[src/rtl/sudoku_grid_tx.sv]
// Streams the marked cells of a captured 9x9 sudoku grid as indexed beats in
// ascending cell order over a valid/ready channel, with abort and statistics.
module sudoku_grid_tx #(
  parameter bit SKIP_EMPTY = 1'b1
) (
  input  logic         clk,
  input  logic         rst,
  input  logic         load_valid,
  output logic         load_ready,
  input  logic [323:0] load_grid,
  input  logic [80:0]  load_mask,
  input  logic         abort,
  output logic         cell_valid,
  input  logic         cell_ready,
  output logic [6:0]   cell_index,
  output logic [3:0]   cell_value,
  output logic         cell_first,
  output logic         cell_last,
  output logic         empty_done,
  output logic         bad_digit,
  output logic [15:0]  grids_sent,
  output logic [31:0]  cells_sent
);

  typedef enum logic {IDLE, SEND} state_t;

  state_t         state;
  logic [323:0]   grid_q;
  logic [80:0]    rem_q;
  logic           first_q;

  logic [80:0]    elig;
  logic [80:0]    low_bit;
  logic [6:0]     low_idx;
  logic           rem_single;
  logic           beat_fire;
  logic           load_fire;

  always_comb begin
    for (int i = 0; i < 81; i++) begin
      elig[i] = load_mask[i] && (!SKIP_EMPTY || (load_grid[4*i +: 4] != 4'd0));
    end
  end

  // Isolate the lowest set bit; clearing it on each beat yields ascending order.
  assign low_bit    = rem_q & (~rem_q + 81'd1);
  assign rem_single = (rem_q != '0) && ((rem_q & (rem_q - 81'd1)) == '0);

  // NOTE: give every always_comb output a default before any conditional
  // assignment, otherwise the unassigned paths infer a latch.
  always_comb begin
    low_idx = '0;
    for (int i = 80; i >= 0; i--) begin
      if (rem_q[i]) low_idx = 7'(i);
    end
  end

  // Outputs decode only registered state, so ready/valid never reach them combinationally.
  assign load_ready = (state == IDLE);
  assign cell_valid = (state == SEND);
  assign cell_index = low_idx;
  assign cell_value = cell_valid ? grid_q[{low_idx, 2'b00} +: 4] : 4'd0;
  assign cell_first = cell_valid && first_q;
  assign cell_last  = cell_valid && rem_single;

  assign beat_fire = cell_valid && cell_ready;
  assign load_fire = load_valid && load_ready && !abort;

  // NOTE: sequential state uses non-blocking assignments only, so every
  // register samples the pre-edge values regardless of statement order.
  always_ff @(posedge clk or negedge rst) begin
    if (!rst) begin
      state      <= IDLE;
      // NOTE: the grid store is reset too, so cell_value is defined to be 0
      // from reset rather than depending on power-up contents.
      grid_q     <= '0;
      rem_q      <= '0;
      first_q    <= 1'b0;
      empty_done <= 1'b0;
      bad_digit  <= 1'b0;
      grids_sent <= '0;
      cells_sent <= '0;
    end else begin
      empty_done <= 1'b0;

      if (beat_fire) begin
        cells_sent <= cells_sent + 32'd1;
        if (cell_value >= 4'd10) bad_digit <= 1'b1;
      end

      case (state)
        IDLE: begin
          if (load_fire) begin
            grid_q  <= load_grid;
            rem_q   <= elig;
            first_q <= 1'b1;
            if (elig == '0) begin
              empty_done <= 1'b1;
              grids_sent <= grids_sent + 16'd1;
            end else begin
              state <= SEND;
            end
          end
        end
        SEND: begin
          // Abort wins over a coincident beat: the beat counts, the grid does not.
          if (abort) begin
            state   <= IDLE;
            rem_q   <= '0;
            first_q <= 1'b0;
          end else if (beat_fire) begin
            rem_q   <= rem_q & ~low_bit;
            first_q <= 1'b0;
            if (rem_single) begin
              state      <= IDLE;
              grids_sent <= grids_sent + 16'd1;
            end
          end
        end
        default: state <= IDLE;
      endcase
    end
  end

endmodule

[config.mk]
export PLATFORM = sky130hd
export DESIGN_NAME = sudoku_grid_tx
export DESIGN_NICKNAME = d
export VERILOG_FILES = /design/src/rtl/sudoku_grid_tx.sv
export SDC_FILE = /design/constraint.sdc
export NUM_CORES = 1
export LEC_CHECK = 0
export ABC_CLOCK_PERIOD_IN_PS = 3950
export BUFFER_PORTS_ARGS = -buffer_cell sky130_fd_sc_hd__buf_2
export CAP_MARGIN = 20
export CELL_PAD_IN_SITES_DETAIL_PLACEMENT = 1
export CELL_PAD_IN_SITES_GLOBAL_PLACEMENT = 1
export CORE_ASPECT_RATIO = 0.9
export CORE_MARGIN = 4
export CORE_UTILIZATION = 30
export CTS_BUF_LIST = sky130_fd_sc_hd__clkbuf_8 sky130_fd_sc_hd__clkbuf_16
export DETAILED_ROUTE_END_ITERATION = 12
export PLACE_DENSITY = 0.67
export RECOVER_POWER = 100
export SYNTH_ARGS = -nofsm -noshare
export SYNTH_HDL_FRONTEND = slang
export SYNTH_SLANG_ARGS = --single-unit
[constraint.sdc]
create_clock -name clk -period 3.95 [get_ports clk]
set_clock_uncertainty 0.1 [all_clocks]
set_input_delay 0.79 -clock clk [delete_from_list [all_inputs] [get_ports clk]]
set_output_delay 0.79 -clock clk [all_outputs]
set_load 0.005 [all_outputs]
==> impl_metrics.tcl, run 1 <==
set metrics [dict create \
    final_layout_size_suffix_gt1_frac 0.338 \
    clkSlewWorstSetupHoldPaths_ns 0.07 \
    mappedNetlistNets 3351 \
    yosys.area_share.simple 0.287 \
    finalSetupViolCount 23 \
    antenna_found_initial 8 \
    global_route_usage_over_all_layers 0.283 \
    worst_slack_ns -1.37 \
    io_buffers 474 \
    timing.critical_path.slowest_cell_delay_ns 0.53 \
    synth-adder-area-share 0.00311 \
    final_instance_count_excl_fillers 4997 \
    leakage_power_figure_nw 17.3 \
    floorplan.die.width_um 307 \
    netlist_instances 2939 \
    final_hold_viol_count 0 \
    row_count 98 \
    start_util 0.303 \
    rsz0062_at_grt "true" \
    tritoncts_clock_tree "built" \
    critPathLaunchType "flip-flop" \
    postPlaceCellArea_sq_mm 0.0317 \
    tritoncts.num_buffers 52 \
    timing_worst_setup_path_type "reg2out" \
    final_weighted_congestion_in_routability_driven_placement 0.961 \
    detail_route.drc_violations 0 \
    final.min_clock_period_ns 5.32 \
    synth.distinct_cells 91 \
    cts.sink_count 457 \
    worstPathCellList "buf_4 > or4_4 > nor3_2 > o21ai_1 > a31oi_1 > buf_4 > o211a_4 > buf_4 > nor3_2 > buf_6 > a221oi_2 > o21ai_1 > nor4bb_1 > buf_4 > a311o_1 > o31a_1 > buf_2" \
    failed_checks "capacitance limit, slew limit, setup timing" \
    synth.largest_area_cell "dfrtp_1" \
    areaGrowthSynthToFinish_pct 44.6 \
    max_cap_violations 4 \
    finalNetCount 4316 \
    synthMuxAreaShare 0.0343 \
    clk_path_buf_depth 3 \
    vias_in_the_first_global_route 28023 \
    xor_and_xnor_fraction_of_the_mapped_netlist_area 0.0170 \
    synth.area.top_cells "dfrtp_1, nand2_1, o41ai_1, o21ai_0, mux2i_1" \
    yosysTopAreaCellShare 0.474 \
    finalCritPeriodShare 1.35 \
    critical_path_cell_with_the_highest_stage_delay "or4_4" \
    critical_path_peak_fanout 9 \
    met3RoutedLength_mm 9.88 \
    top_layer_used "met5" \
    synth.avg_cell_area_sq_um 8.22 \
    slew_viol_final 171 \
    crit_arrival_ns 4.43 \
    timing.critical_path.to_type "output pin" \
    pin_count_of_the_biggest_net_entering_global_routing 121 \
    crit_path_frequent_cell "buf_4" \
    worst_skew_pair_later_pin_latency_ns 0.63 \
    number_of_vias_in_the_routed_layout 26982 \
    synth_enable_flop_cells 0 \
    ys_seq_elements 457 \
    hold_path.class "in2reg" \
    tightest_slew_ns 1.97 \
    die-height_um 277 \
    ant_nets 0 \
    power_density_mw_per_mm2 565 \
    vdd_drop_max_v 0.000360 \
    placeableCoreArea_sq_mm 0.0796 \
    finalWirelength_mm 125 \
    timing.max_slew.rel_slack -0.314 \
    timing.fmax_ghz 0.188 \
    num_io_pins 475 \
    largest_family_of_logic_cells_by_synthesized_area "simple AND/OR/NAND/NOR gates" \
    async_flop_share 1.00 \
    yosys_warnings 0 \
    grt_first_pass_wirelength_mm 182 \
    firstDrtPassIters 7 \
    ctsRootBufferMaster "clkbuf_16" \
    cts-htree-levels 2 \
    dominantRegCellSynth "dfrtp_1" \
    dr.first_iter.drc_count 2275 \
    wl_per_cell_um 25.1 \
    compound_cell_area_share_of_the_yosys_netlist 0.146 \
    globalRoute.totalOverflow 0 \
    number_of_cells_after_detailed_placement 4852 \
    dieArea_sq_mm 0.0851 \
    syn_area_sq_mm 0.0241 \
    dp_hpwl_mm 98.0 \
    seq_area_frac_synth 0.474 \
    status "complete, but fails checks" \
    final_area_sq_mm 0.0349 \
    met2_length_mm 58.0 \
    detail_route.vias_per_cell 5.40 \
    worst-endpoint-required_ns 3.06 \
    route.layer.met1.wl_mm 51.8 \
]
repair_timing:
item | 4_1_cts | 5_1_grt
gates cloned | 2 | 0
setup endpoints to repair | 27 | 30
setup buffers | 31 | 17
gates resized for setup | 154 | 93
pin swaps | 63 | 34
hold buffers | 0 | 0
per-layer routing:
layer | global-route usage | vias to the layer above
li1 | - | 12077
met1 | 0.371 | 13559
met2 | 0.462 | 1081
met3 | 0.0581 | 259
met4 | 0.110 | 6
met5 | 0 | -
placed cells by master, fill, tap and decap left out, types with 53 or more instances in the layout:
cell type,n
nand3_1,84
o41ai_1,80
buf_2,435
nor2_1,103
buf_4,553
mux2i_1,53
a21oi_1,77
inv_1,55
dfrtp_1,451
o21ai_0,136
nand2_1,1174
critical path, delay by kind of cell, from the launching register on:
family / cells / cell delay [ns]
and+or+nand+nor: 4 / 0.85
AOI/OAI and AO/OA: 7 / 1.67
DFF: 1 / 0.39
buffers and inverters: 6 / 0.91
sequential cells by signal, summed over array words and instances (netlist names):
| register | flops |
|---|---|
| bad_digit | 1 |
| cells_sent | 32 |
| first_q | 1 |
| rem_q | 81 |
| grids_sent | 16 |
| cell_valid | 1 |
| grid_q | 324 |
| empty_done | 1 |
cells in the mapped netlist, types with 12 or more instances:
cell	count
a21oi_1	84
a311oi_1	15
a31oi_1	17
and3_1	23
buf_1	14
buf_2	31
clkbuf_1	120
dfrtp_1	457
inv_1	51
mux2i_1	58
nand2_1	1178
nand2b_1	14
nand3_1	90
nand4_1	44
nor2_1	119
nor3_1	33
nor4_1	22
o2111ai_1	13
o21ai_0	146
o22ai_1	33
o31ai_1	12
o41ai_1	85
or4_1	18
xnor2_1	33
xor2_1	14
per-stage QoR:
step / utilization / setup slack (ns) / hold WS [ns] / setup TNS, ns / power (mW)
after floorplan: - / -0.238 / 0.337 / -0.536 / 9.40
after global routing: 0.439 / -1.46 / 0.276 / -18.72 / 20.6
after global placement: 0.398 / -1.25 / 0.355 / -12.70 / 13.1
after detailed placement: 0.398 / -1.29 / 0.362 / -11.74 / 13.3
after CTS: 0.434 / -1.28 / 0.0712 / -10.23 / 19.3
final: 0.439 / -1.37 / 0.284 / -10.48 / 19.7
report_power, final:
group | internal [mW] | switching, mW
Sequential | 5.49 | 0.737
Clock | 3.20 | 2.15
Combinational | 3.56 | 4.59
Total | 12.2 | 7.48
path summary, 6_finish.rpt:
| path | depth (start not counted) | slack (ns) | start | end |
|---|---|---|---|---|
| min in group asynchronous | 1 | 0.60 | rst | grids_sent[13] |
| max in group asynchronous | 2 | 0.50 | rst | rem_q[49] |
| hold / removal | 3 | 0.28 | load_grid[89] | grid_q[89] |
| hold reg to reg | 1 | 0.38 | grids_sent[15] | grids_sent[15] |
| setup / recovery | 17 | -1.37 | rem_q[63] | cell_value[3] |
| setup reg to reg | 18 | -0.41 | rem_q[68] | bad_digit |
cell families (layout without fill, tap and decap cells):
family | count (synthesis) | in the layout
other | 0 | 2
DFF | 457 | 457
and+or+nand+nor | 1612 | 1612
xor gates and xnor gates | 47 | 47
buffers and inverters | 229 | 1235
muxes | 72 | 72
adders and majority gates | 7 | 7
AOI/OAI and AO/OA | 515 | 515
final cells by class:
type	count	area, sq um
multi-input cells	2253	12800
clock buffers	66	1490
flip-flops and latches	457	11400
diodes	2	5.00
well taps	1050	1310
fillers	9609	44700
inverters	56	223
repair buffers	1084	7280
clock inverters	29	387
No activity file was read; power rests on OpenSTA's default activity.
==> inputs of run 2 (changes only) <==
--- a/config.mk
+++ b/config.mk
@@ -13,7 +13,6 @@
 export CORE_ASPECT_RATIO = 0.9
 export CORE_MARGIN = 4
 export CORE_UTILIZATION = 30
-export CTS_BUF_LIST = sky130_fd_sc_hd__clkbuf_8 sky130_fd_sc_hd__clkbuf_16
 export DETAILED_ROUTE_END_ITERATION = 12
 export PLACE_DENSITY = 0.67
 export RECOVER_POWER = 100
==> run 2 against run 1 <==
Compared with the run above:
- the run still ends with capacitance limit, slew limit, setup timing left
- largest cell class unchanged
- setup slack improved by 0.0080 ns
- non-clock buffer count is the same
- first-iteration DRC count fell by 0.35%
- critical path type unchanged
- combinational power about the same
- global-route usage about the same
- sequential power barely moved
==> impl_metrics.tcl, run 2 (synthesis gave the netlist of run 1 again) <==
set metrics [dict create \
    status "complete, but fails checks" \
    most_common_library_cell_in_the_layout_ignoring_fill_and_taps "nand2_1" \
    hold_path.class "in2reg" \
    global_route_usage_over_all_layers 0.283 \
    whs_ns 0.284 \
    max_flop_register "grid_q" \
    final_instance_count_excl_fillers 4999 \
    postCtsHoldBufs 0 \
    timing.critical_path.slowest_cell_delay_ns 0.53 \
    detail_route.drc_violations 0 \
    areaGrowthSynthToFinish_pct 44.6 \
    critical_path_peak_fanout 9 \
    dr.first_iter.drc_count 2267 \
    critPathLaunchType "flip-flop" \
    grt_first_pass_wirelength_mm 182 \
    start_util 0.303 \
    critical_path_cell_with_the_highest_stage_delay "or4_4" \
    worstPathCellList "buf_4 > or4_4 > nor3_2 > o21ai_1 > a31oi_1 > buf_4 > o211a_4 > buf_4 > nor3_2 > buf_6 > a221oi_2 > o21ai_1 > nor4bb_1 > buf_4 > a311o_1 > o31a_1 > buf_2" \
    vias_in_the_first_global_route 28027 \
    die-height_um 277 \
    power_density_mw_per_mm2 565 \
    reg2reg_slack_ns -0.40 \
    flip_flop_count_of_the_largest_register_all_copies_and_words_added 324 \
    crit_path_frequent_cell "buf_4" \
    r2r.worst_path.cells 18 \
    fin_total_pwr_mw 19.7 \
    tritoncts_clock_tree "built" \
    finalNetCount 4316 \
    crit_arrival_ns 4.43 \
    worst-endpoint-required_ns 3.06 \
    critical_path.reg2reg.endpoint "bad_digit" \
    hold_path_end "grid_q[89]" \
    tritoncts.num_buffers 52 \
    max_cap_violations 4 \
    timing.critical_path.to_type "output pin" \
    floorplan.die.width_um 307 \
    final_layout_size_suffix_gt1_frac 0.338 \
    number_of_vias_in_the_routed_layout 26952 \
    hp-start "load_grid[89]" \
    finalCritPeriodShare 1.35 \
    dp_worst_setup_slack_ns -1.29 \
    num_io_pins 475 \
    worst_skew_pair_later_pin_latency_ns 0.63 \
    pin_count_of_the_biggest_net_entering_global_routing 121 \
    cts-htree-levels 2 \
    wl_per_cell_um 25.1 \
    tightest_slew_ns 1.97 \
    dieArea_sq_mm 0.0851 \
    cts.sink_count 457 \
    clk_path_buf_depth 3 \
    largest_registers_ranked_by_flip_flop_count "grid_q x324, rem_q x81, cells_sent x32" \
    failed_checks "capacitance limit, slew limit, setup timing" \
    finalWirelength_mm 125 \
    critical-path-top-delay-family "compound AO/OA/AOI/OAI gates" \
    final_weighted_congestion_in_routability_driven_placement 0.961 \
    number_of_cells_after_detailed_placement 4852 \
    dp_hpwl_mm 98.0 \
    firstDrtPassIters 7 \
    worst_slack_ns -1.37 \
    row_count 98 \
    timing.max_slew.rel_slack -0.311 \
    timing.setup.tns_ns -10.48 \
    final.min_clock_period_ns 5.32 \
    ant_nets 0 \
    crit_path_buffers_inverters 6 \
    ctsRootBufferMaster "clkbuf_16" \
    antenna_found_initial 8 \
    rsz0062_at_grt "true" \
    slew_viol_final 206 \
    leakage_power_figure_nw 17.2 \
    vdd_drop_max_v 0.000362 \
    io_buffers 474 \
    placeableCoreArea_sq_mm 0.0796 \
    commonest_cells_after_routing_fill_and_taps_aside "nand2_1, buf_4, dfrtp_1" \
    finalSetupViolCount 23 \
    globalRoute.totalOverflow 0 \
    r2r-start "rem_q[68]" \
    clkSlewWorstSetupHoldPaths_ns 0.07 \
    min_path_cells 3 \
    timing.fmax_ghz 0.188 \
    detail_route.vias_per_cell 5.39 \
    timing_worst_setup_path_type "reg2out" \
    final_hold_viol_count 0 \
]
run 2: cell types whose count changed in the layout (fill, tap and decap cells not counted), sizes merged:
cell / previous run / this run
inv: 62 / 57
diode: 2 / 4
clkbuf: 114 / 119
run 2: power by group:
part	switching (mW)	internal [mW]
clock network	2.15	3.21
registers	0.736	5.49
logic	4.60	3.56
total	7.49	12.3
run 2: cell type report:
cell class / count / area, sq um
tap: 1050 / 1310
multi-input combinational: 2253 / 12800
timing repair buffer: 1084 / 7280
fill: 9607 / 44700
clock inverter: 24 / 368
inverter: 56 / 223
antenna: 4 / 10.0
clock buffer: 71 / 1510
sequential: 457 / 11400
run 2: how the worst max path moves through the flow:
stage,from,to,slack [ns],cells past startpoint
2_1_floorplan,rem_q[21],cell_value[0],-0.24,14
3_3_place_gp,rem_q[23],cell_value[0],-1.25,17
3_5_place_dp,rem_q[23],cell_value[0],-1.29,17
4_1_cts,rem_q[23],cell_value[0],-1.28,15
5_1_grt,rem_q[19],cell_value[3],-1.46,16
6_report,rem_q[63],cell_value[3],-1.37,17
run 2: metrics by stage:
step / cell area [sq um] / utilization
6_report: 34900 / 0.439
5_1_grt: 34900 / 0.439
4_1_cts: 34500 / 0.434
3_5_place_dp: 31700 / 0.398
3_3_place_gp: 31700 / 0.398
2_1_floorplan: 24200 / -
run 2: timing repair:
action / 4_1_cts / 5_1_grt
setup endpoints to repair: 27 / 30
setup buffers: 31 / 17
cloned: 2 / 0
gates resized for setup: 154 / 93
pin swaps: 63 / 34
run 2: tightest hold or removal path, cell delays in order:
cell and delay (ns):
buf_2 0.09, nand2_1 0.05, nand2_1 0.05
run 2: routing by layer:
layer	up-vias	track usage	part of all wire
li1	12067	-	-
met1	13554	0.371	0.41
met2	1065	0.462	0.46
met3	260	0.0581	0.078
met4	6	0.110	0.045
met5	-	0	0.00028
